--- config.mk ---
export PLATFORM = sky130hd
export DESIGN_NAME = fixed_point_unit_seq
export DESIGN_NICKNAME = d
export VERILOG_FILES = /design/src/rtl/fixed_point_unit_seq.sv
export SDC_FILE = /design/constraint.sdc
export NUM_CORES = 2
export LEC_CHECK = 0
export BUFFER_PORTS_ARGS = -buffer_cell sky130_fd_sc_hd__buf_2
export CORE_AREA = 2 2 227 452
export CTS_CLUSTER_DIAMETER = 200
export CTS_CLUSTER_SIZE = 28
export DETAILED_ROUTE_END_ITERATION = 7
export DIE_AREA = 0 0 229 454
export PLACE_DENSITY_LB_ADDON = 0.1
export SLEW_MARGIN = 20
export SYNTH_ARGS = -nofsm -noshare
export SYNTH_HDL_FRONTEND = slang
export SYNTH_SLANG_ARGS = --single-unit
--- constraint.sdc ---
create_clock -name clk -period 11.3 [get_ports clk]
set_input_delay 1.13 -clock clk [delete_from_list [all_inputs] [get_ports clk]]
set_output_delay 1.13 -clock clk [all_outputs]
set_load 0.02 [all_outputs]
--- src/rtl/fixed_point_unit_seq.sv ---
// Sequential signed Q-format ALU: ADD/SUB in 1 cycle, MUL via a shared 16x16 multiplier, SQRT digit-by-digit.
// One operation in flight; start is ignored while busy, and ready pulses for one cycle with result and flags.
module fixed_point_unit_seq #(
   parameter int WIDTH    = 32,
   parameter int FBITS    = 10,
   parameter bit SATURATE = 1'b1
) (
   input  logic             clk,
   input  logic             reset,
   input  logic             start,
   input  logic [2:0]       operation,
   input  logic [WIDTH-1:0] operand_1,
   input  logic [WIDTH-1:0] operand_2,
   output logic [WIDTH-1:0] result,
   output logic             ready,
   output logic             busy,
   output logic             overflow,
   output logic             invalid
);

   localparam int NC   = WIDTH / 16;
   localparam int ITER = (WIDTH + FBITS) / 2;
   localparam int RW   = WIDTH + FBITS;
   localparam int ACCW = 2 * WIDTH;
   localparam int CW   = $clog2(ITER + 1);

   localparam logic [2:0] OP_ADD  = 3'b000;
   localparam logic [2:0] OP_SUB  = 3'b001;
   localparam logic [2:0] OP_MUL  = 3'b010;
   localparam logic [2:0] OP_SQRT = 3'b011;

   localparam logic [WIDTH-1:0] MAX_POS = {1'b0, {(WIDTH-1){1'b1}}};
   localparam logic [WIDTH-1:0] MIN_NEG = {1'b1, {(WIDTH-1){1'b0}}};

   typedef enum logic [1:0] {IDLE, MUL_ACC, SQRT_ITER, FINISH} state_t;

   state_t state, state_nxt;
   logic   accept, mul_last, sqrt_last, op_is_mul;

   logic             mul_sign;
   logic [WIDTH-1:0] a_mag, b_mag, op1_mag, op2_mag;
   logic [ACCW-1:0]  acc, pp_shift, mul_q;
   logic [CW-1:0]    mul_i, mul_j, cnt;
   logic [15:0]      a_slice, b_slice;
   logic [31:0]      pp;
   logic             mul_ov;
   logic [WIDTH-1:0] mul_res;

   logic [RW-1:0]    rad;
   logic [ITER:0]    rem;
   logic [ITER-1:0]  root;
   logic [ITER+2:0]  sq_rem_t, sq_trial, sq_diff;
   logic             sq_ge;

   logic [WIDTH:0]   as_sum;
   logic             as_ov;
   logic [WIDTH-1:0] as_res;

   // Single-cycle operations complete through this stage so result and ready appear together.
   logic             pend_vld, pend_ov, pend_inv;
   logic [WIDTH-1:0] pend_res;

   assign accept    = start && !busy;
   assign mul_last  = (mul_i == CW'(NC - 1)) && (mul_j == CW'(NC - 1));
   assign sqrt_last = (cnt == CW'(ITER - 1));
   assign op1_mag   = operand_1[WIDTH-1] ? -operand_1 : operand_1;
   assign op2_mag   = operand_2[WIDTH-1] ? -operand_2 : operand_2;

   always_ff @(posedge clk) begin
      if (reset) state <= IDLE;
      else       state <= state_nxt;
   end

   always_comb begin
      state_nxt = state;
      case (state)
         IDLE: begin
            if (accept && operation == OP_MUL)
               state_nxt = MUL_ACC;
            else if (accept && operation == OP_SQRT && !operand_1[WIDTH-1])
               state_nxt = SQRT_ITER;
         end
         MUL_ACC:   if (mul_last)  state_nxt = FINISH;
         SQRT_ITER: if (sqrt_last) state_nxt = FINISH;
         FINISH:    state_nxt = IDLE;
         default:   state_nxt = IDLE;
      endcase
   end

   always_comb begin
      busy = (state != IDLE);
   end

   always_comb begin
      as_sum = (operation == OP_SUB) ? {operand_1[WIDTH-1], operand_1} - {operand_2[WIDTH-1], operand_2}
                                     : {operand_1[WIDTH-1], operand_1} + {operand_2[WIDTH-1], operand_2};
      as_ov  = as_sum[WIDTH] ^ as_sum[WIDTH-1];
      as_res = as_sum[WIDTH-1:0];
      if (as_ov && SATURATE) as_res = as_sum[WIDTH] ? MIN_NEG : MAX_POS;
   end

   always_comb begin
      a_slice  = a_mag[mul_i*16 +: 16];
      b_slice  = b_mag[mul_j*16 +: 16];
      pp       = 32'(a_slice) * 32'(b_slice);
      pp_shift = ACCW'(pp) << (16 * (mul_i + mul_j));
      mul_q    = acc >> FBITS;
      // Negative results may reach one step further than positive ones.
      mul_ov   = mul_sign ? (mul_q > ACCW'(MIN_NEG)) : (mul_q > ACCW'(MAX_POS));
      mul_res  = mul_sign ? -mul_q[WIDTH-1:0] : mul_q[WIDTH-1:0];
      if (mul_ov && SATURATE) mul_res = mul_sign ? MIN_NEG : MAX_POS;
   end

   always_comb begin
      sq_rem_t = {rem, rad[RW-1 -: 2]};
      sq_trial = {1'b0, root, 2'b01};
      sq_ge    = (sq_rem_t >= sq_trial);
      sq_diff  = sq_rem_t - sq_trial;
   end

   always_ff @(posedge clk) begin
      if (reset) begin
         result    <= '0;
         ready     <= 1'b0;
         overflow  <= 1'b0;
         invalid   <= 1'b0;
         pend_vld  <= 1'b0;
         pend_res  <= '0;
         pend_ov   <= 1'b0;
         pend_inv  <= 1'b0;
         op_is_mul <= 1'b0;
         mul_sign  <= 1'b0;
         a_mag     <= '0;
         b_mag     <= '0;
         acc       <= '0;
         mul_i     <= '0;
         mul_j     <= '0;
         rad       <= '0;
         rem       <= '0;
         root      <= '0;
         cnt       <= '0;
      end else begin
         ready    <= 1'b0;
         pend_vld <= 1'b0;
         if (pend_vld) begin
            result   <= pend_res;
            overflow <= pend_ov;
            invalid  <= pend_inv;
            ready    <= 1'b1;
         end
         case (state)
            IDLE: begin
               if (accept) begin
                  pend_ov   <= 1'b0;
                  pend_inv  <= 1'b0;
                  pend_res  <= '0;
                  op_is_mul <= (operation == OP_MUL);
                  case (operation)
                     OP_ADD, OP_SUB: begin
                        pend_vld <= 1'b1;
                        pend_res <= as_res;
                        pend_ov  <= as_ov;
                     end
                     OP_MUL: begin
                        mul_sign <= operand_1[WIDTH-1] ^ operand_2[WIDTH-1];
                        a_mag    <= op1_mag;
                        b_mag    <= op2_mag;
                        acc      <= '0;
                        mul_i    <= '0;
                        mul_j    <= '0;
                     end
                     OP_SQRT: begin
                        if (operand_1[WIDTH-1]) begin
                           pend_vld <= 1'b1;
                           pend_inv <= 1'b1;
                        end else begin
                           rad  <= RW'(operand_1) << FBITS;
                           rem  <= '0;
                           root <= '0;
                           cnt  <= '0;
                        end
                     end
                     default: begin
                        pend_vld <= 1'b1;
                        pend_inv <= 1'b1;
                     end
                  endcase
               end
            end
            MUL_ACC: begin
               acc <= acc + pp_shift;
               if (mul_j == CW'(NC - 1)) begin
                  mul_j <= '0;
                  mul_i <= mul_i + 1'b1;
               end else begin
                  mul_j <= mul_j + 1'b1;
               end
            end
            SQRT_ITER: begin
               rad  <= rad << 2;
               rem  <= sq_ge ? (ITER+1)'(sq_diff) : (ITER+1)'(sq_rem_t);
               root <= {root[ITER-2:0], sq_ge};
               cnt  <= cnt + 1'b1;
            end
            FINISH: begin
               ready    <= 1'b1;
               invalid  <= 1'b0;
               overflow <= op_is_mul ? mul_ov : 1'b0;
               result   <= op_is_mul ? mul_res : WIDTH'(root);
            end
            default: ;
         endcase
      end
   end

endmodule

-- Yosys cells after proc, flatten, opt, wreduce, memory -nomap -nowiden
Index checks and enable logic that the tools add are counted.
- add/subtract/negate cells: 11
- multiply operators: 1
- divide/modulo/power cells: 0
- $lt $le $gt $ge: 3
- equality and inequality tests: 17
- shift operators: 3
- muxes and demuxes: 53
- bitwise gates (word level): 4
- reductions and logical operators: 23
- operator list (operator ; number):
    $mux 32 ; 11
    $mux 64 ; 2
    $pmux 64 s2 ; 1
    $mux 42 ; 3
    $neg 32->32 ; 3
    $mux 22 ; 4
    $pmux 42 s2 ; 1
    $add 64x64->64 ; 1
    $shiftx 32x10->16 ; 2
    $shl 32x10->64 ; 1
    $mux 21 ; 3
    $gt 54x31->1 const B ; 1
    $gt 54x32->1 const B ; 1
    $pmux 22 s2 ; 1
    $pmux 21 s2 ; 1
    $mux 5 ; 7
    $add 32x32->33 ; 1
    $mux 33 ; 1
    $sub 32x32->33 ; 1
    $mul 16x16->32 ; 1
    $pmux 5 s2 ; 3
    $ge 24x23->1 ; 1
    $sub 22x22->22 ; 1
    $add 5x1->5 const B ; 3
    other kinds (25) ; 60
- flip-flop bits (word level): 302
- latch bits: 0
- RAM bits: 0
- ROM bits: 0
- input bits: 70
- output and inout port bits: 36
- logic and storage cells: 135
- memories: 0

-- Depth between registers and ports, before layout
- word-level depth: 8
- gate-level depth with buffers: 43
- depth with buffers taken out: 39

-- Worst setup path after synthesis
OpenSTA, ideal clock, no wires.
- path type: reg-to-reg
- from: reg mul_j[0]
- to: reg acc[60]
- data arrival time: 10.025 ns
- data required time: 11.183 ns
- setup slack: 1.157 ns
- stages on the path, launching flop included: 42
- buffers on the path: 4
- path through: dfxtp_1 -> clkbuf_1 -> buf_1 -> mux2_2 -> nand2_1 -> clkbuf_1 -> nor2_1 -> fa_1 -> inv_1 -> fa_1 -> fa_1 -> inv_1 -> fa_1 -> fa_1 -> inv_1 -> fa_1 -> inv_1 -> ha_1 -> [... 6 more ...] -> a221oi_1 -> xnor2_1 -> nand3_1 -> o21ai_0 -> and2_1 -> ha_1 -> clkbuf_1 -> a21o_1 -> a31o_2 -> a2111oi_0 -> nor3_1 -> o311a_1 -> o21ai_0 -> o21ai_0 -> and2_1 -> o21ai_0 -> mux2i_1 -> nand2_1
- longest elaborated chain between the ends: 5
- elaborated cells on any way between the ends: 6
- those cells by class: 2 x add/sub; 1 x mul; 2 x shift; 1 x mux
- RTL lines (element ; RTL line ; source):
    start: declaration ; 43 ; logic [CW-1:0] mul_i, mul_j, cnt;
    start signal: assignment ; 196 ; mul_j <= mul_j + 1'b1;
    $shiftx 32x10->16 ; 104 ; b_slice = b_mag[mul_j*16 +: 16];
    $mul 16x16->32 ; 105 ; pp = 32'(a_slice) * 32'(b_slice);
    $shl 32x10->64 (*) ; 106 ; pp_shift = ACCW'(pp) << (16 * (mul_i + mul_j));
    $add 64x64->64 (*) ; 191 ; acc <= acc + pp_shift;
    $pmux 64 s2 (*) ; 151 ; case (state)
    end signal: assignment ; 191 ;
    end: declaration ; 42 ; logic [ACCW-1:0] acc, pp_shift, mul_q;
Every way passes the cells marked *; elsewhere a longest branch is shown, timed or not.
A chain may end at the register's enable or synchronous reset.

-- Final worst setup path
- from: reg mul_i[1]
- to: reg acc[63]
- longest elaborated chain between the ends: 5
- elaborated cells on any way between the ends: 6
- those cells by class: 2 x add/sub; 1 x mul; 2 x shift; 1 x mux
- RTL lines (element ; RTL line ; source):
    start: declaration ; 43 ;
    start signal: assignment ; 194 ; mul_i <= mul_i + 1'b1;
    $shiftx 32x10->16 ; 103 ; a_slice = a_mag[mul_i*16 +: 16];
    $mul 16x16->32 ; 105 ;
    $shl 32x10->64 (*) ; 106 ;
    $add 64x64->64 (*) ; 191 ;
    $pmux 64 s2 (*) ; 151 ;
Marked as above.

==> results.toml <==
[clock_network]
h-tree-depth = 1
cts-buffers-inserted = 14
cts.sinks = 292
cts_setup_buffers = 0
tritoncts_clock_tree = "built"
ctsLongestPathBuffers = 3
cts_root_buf = "sky130_fd_sc_hd__clkbuf_16"
clock_insertion_delay_worst_skew_ps = 580
path_clk_slew_ps = 130

[die]
top_level_ports = 106
core_area_um2 = 101000
rows = 165
dieArea_um2 = 104000
initial_cell_density_of_the_core_pct = 29.7
height_of_the_chip_um = 454
fp.dieW_um = 229

[setup_path]
end_kind = "register"
crit_path_top_delay_cell = "sky130_fd_sc_hd__fa_1"
worst-endpoint-arrival_ps = 11330
cp.depth = 36
worstPathMaxFanout = 20
worst_ep_required_time_ps = 11800
worstSetupStartpointType = "register"
crit_path_max_incr_delay_ps = 610
crit_buf_inv = 5
critical-path-top-cell-by-count = "sky130_fd_sc_hd__fa_1"
critPathKind = "register to register"
cell_family_with_the_largest_share_of_critical_path_delay = "adder cells"
worst_r2r_path_depth = 36

[placed_design]
dp_hpwl_um = 101000
io_buffers = 105
globalplace.congestion = 0.918
detailed_place.area_um2 = 32000

[job]
count_of_maximum_capacitance_violations = 0

[min_path]
whs_path_depth = 2
min_path_type = "register to register"

[global_routing]
grt_pass1_wl_um = 184000
global_route.overflow_total = 0
antenna_found_initial = 5
grt_start_max_net_pins = 103
grt_util_all_layers_pct = 23.4
grt_pass1_vias = 28900

[route]
avgViaCountPerCell = 5.23
number_of_design_rule_violations_left_after_detail_routing = 0
route.vias.total = 27100
first_pass_iters = 6
detailedRoute.firstIterationViolations = 1202
routed_wl_um = 123000
avgRoutedWirePerCell_um = 23.6
antenna_violating_nets_post_route = 0

[synthesis]
synth_sequential_area_ratio_pct = 19.5
synthesis.area_per_instance_um2 = 7.74
synth-seq-cells = 292
synth_enable_flop_cells = 0
ys.flop_type = "sky130_fd_sc_hd__dfxtp_1"
synth_warnings = 0
syn-instance-count = 3874
postSynthNetCount = 4382
post_synth_instance_area_um2 = 30000
synth.lib_cells_used.distinct = 73
asyncSetResetFlopFracSynth_pct = 0

[sta]
max_clock_freq_ghz = 0.0924
rsz0062_at_grt = "no"
maxSlewViolCount = 0
post-route-period-util_pct = 95.8
worst_margin_slew_ps = 1030
setup-violations-final = 0
clock_skew_ps = 47.4
period_minus_slack_ps = 10820
relSlewSlack_pct = 31.2
report.final.hold_viol_count = 0

[power]
worst_ir_drop_vdd_uv = 149
power_density_nw_per_um2 = 94.0
leakage_uw = 0.0143

[cells_and_area]
fin_nets = 4357
postLayoutCoreUtil_pct = 32.2
n_fill_cell = 11100
footprint_of_the_multi_input_gates_um2 = 22100
layout.area.seq_um2 = 5850
final_instance_area_um2 = 32400
fraction_of_final_layout_cells_with_drive_strength_greater_than_1_pct = 7.51
flow.area_growth_from_synthesis_pct = 8.20

[outcome]
run_status = "finished clean"
==> final timing paths <==
| kind | startpoint | to | slack, ps |
|---|---|---|---|
| worst min-delay path | acc[2]$_SDFFE_PP0P_ | acc[2]$_SDFFE_PP0P_ | 480 |
| worst max-delay path | mul_i[1]$_SDFFE_PP0P_ | acc[63]$_SDFFE_PP0P_ | 480 |
| worst min register to register | acc[2]$_SDFFE_PP0P_ | acc[2]$_SDFFE_PP0P_ | 480 |
| worst max register to register | mul_i[1]$_SDFFE_PP0P_ | acc[63]$_SDFFE_PP0P_ | 480 |
==> routing by layer <==
| layer | GRT usage, % | vias to the layer above | routed length (um) |
|---|---|---|---|
| met5 | 0 | - | 21 |
| met4 | 13.7 | 4 | 8320 |
| met3 | 1.21 | 222 | 2450 |
| met2 | 48.2 | 507 | 68900 |
| met1 | 22.6 | 13200 | 42900 |
| li1 | - | 13200 | - |
==> where the power goes <==
part | internal (uW) | switching [uW]
combinational | 385 | 840
sequential | 1110 | 67.8
clock | 245 | 399
total | 1740 | 1310
==> timing repair <==
item / in CTS / in global routing
hold buffers: 0 / 0
resized for setup: 1 / 10
pin swaps: 0 / 0
endpoints found under the setup margin: 2 / 9
==> state kept, by name, indices dropped and copies added, names as in the netlist, 21 cells and up <==
name / flops
root: 21
rem: 22
a_mag: 32
result: 32
rad: 32
b_mag: 32
pend_res: 32
acc: 64
==> cell families (layout without fill, tap and decap cells) <==
group | after synthesis | in the layout | share of synthesized area, %
DFF | 292 | 292 | 19.5
and+or+nand+nor | 1319 | 1319 | 20.0
other | 0 | 3 | 0
xor gates and xnor gates | 257 | 257 | 7.51
AOI/OAI and AO/OA | 939 | 939 | 20.2
adders and majority gates | 438 | 438 | 23.2
buffers and inverters | 554 | 530 | 6.94
muxes | 75 | 75 | 2.63
==> Yosys cell counts, types with 6 or more instances <==
master,instances,area [um^2]
sky130_fd_sc_hd__a2111oi_0,10,87.6
sky130_fd_sc_hd__a211oi_1,141,1060
sky130_fd_sc_hd__a21o_1,102,766
sky130_fd_sc_hd__a21oi_1,249,1250
sky130_fd_sc_hd__a221o_1,6,60.1
sky130_fd_sc_hd__a22oi_1,45,338
sky130_fd_sc_hd__a311oi_1,9,78.8
sky130_fd_sc_hd__a31oi_1,17,106
sky130_fd_sc_hd__and2_1,50,313
sky130_fd_sc_hd__and3_1,26,163
sky130_fd_sc_hd__and4_1,7,61.3
sky130_fd_sc_hd__buf_1,10,37.5
sky130_fd_sc_hd__clkbuf_1,216,811
sky130_fd_sc_hd__dfxtp_1,292,5850
sky130_fd_sc_hd__fa_1,197,3940
sky130_fd_sc_hd__ha_1,241,3020
sky130_fd_sc_hd__inv_1,326,1220
sky130_fd_sc_hd__mux2_2,30,338
sky130_fd_sc_hd__mux2i_1,45,450
sky130_fd_sc_hd__nand2_1,450,1690
sky130_fd_sc_hd__nand2b_1,37,231
sky130_fd_sc_hd__nand3_1,73,365
sky130_fd_sc_hd__nand4_1,38,238
sky130_fd_sc_hd__nor2_1,426,1600
sky130_fd_sc_hd__nor2b_1,52,325
sky130_fd_sc_hd__nor3_1,69,345
sky130_fd_sc_hd__nor4_1,23,144
sky130_fd_sc_hd__o211ai_1,11,82.6
sky130_fd_sc_hd__o21a_1,14,105
sky130_fd_sc_hd__o21ai_0,192,961
sky130_fd_sc_hd__o21bai_1,20,150
sky130_fd_sc_hd__o22ai_1,6,37.5
sky130_fd_sc_hd__o31ai_1,50,375
sky130_fd_sc_hd__o41ai_1,10,87.6
sky130_fd_sc_hd__or2_2,16,100
sky130_fd_sc_hd__or3_1,17,106
sky130_fd_sc_hd__or4_1,13,97.6
sky130_fd_sc_hd__xnor2_1,99,867
sky130_fd_sc_hd__xor2_1,158,1380
==> area by class of cell <==
cell class	instances	share of cell area (%)
diodes	3	0.0232
clock buffers	15	1.16
clock inverters	2	0.0540
inverters	328	3.80
multi-input cells	3028	68.3
flip-flops and latches	292	18.0
well taps	1336	5.16
repair buffers	185	3.50
==> worst reg2reg max path: cells and delay by family, from the launching register on <==
kind | cells | cell delay, ps
adders and majority gates | 8 | 3990
AOI/OAI and AO/OA | 15 | 3520
and+or+nand+nor | 6 | 1680
buffers and inverters | 5 | 750
xor gates and xnor gates | 2 | 440
DFF | 1 | 360
==> metrics by stage <==
stage	power (uW)	TNS, ps	std cells	hold WS (ps)	setup WS (ps)
finish	3050	0	5189	478	476
global route	3230	0	5186	500	99.3
CTS	3090	0	5186	478	49.2
detailed placement	2430	-225	5169	462	-160
global placement	2440	-392	5169	448	-172
floorplan	1980	0	3874	425	1160
==> placed cells by master (no fill, tap or decap), types with 38 or more instances in the layout <==
cell type and instances:
sky130_fd_sc_hd__a21o_1 102, sky130_fd_sc_hd__a22oi_1 45, sky130_fd_sc_hd__dfxtp_1 289, sky130_fd_sc_hd__buf_2 104, sky130_fd_sc_hd__nor3_1 66, sky130_fd_sc_hd__buf_4 80
sky130_fd_sc_hd__nor2b_1 52, sky130_fd_sc_hd__nand4_1 38, sky130_fd_sc_hd__inv_1 326, sky130_fd_sc_hd__ha_1 239, sky130_fd_sc_hd__xnor2_1 98, sky130_fd_sc_hd__nand2_1 448
sky130_fd_sc_hd__a211oi_1 141, sky130_fd_sc_hd__mux2i_1 45, sky130_fd_sc_hd__and2_1 48, sky130_fd_sc_hd__o31ai_1 49, sky130_fd_sc_hd__o21ai_0 190, sky130_fd_sc_hd__nor2_1 422
sky130_fd_sc_hd__nand3_1 73, sky130_fd_sc_hd__fa_1 197, sky130_fd_sc_hd__xor2_1 158, sky130_fd_sc_hd__a21oi_1 247
(Power assumes the default switching activity.)
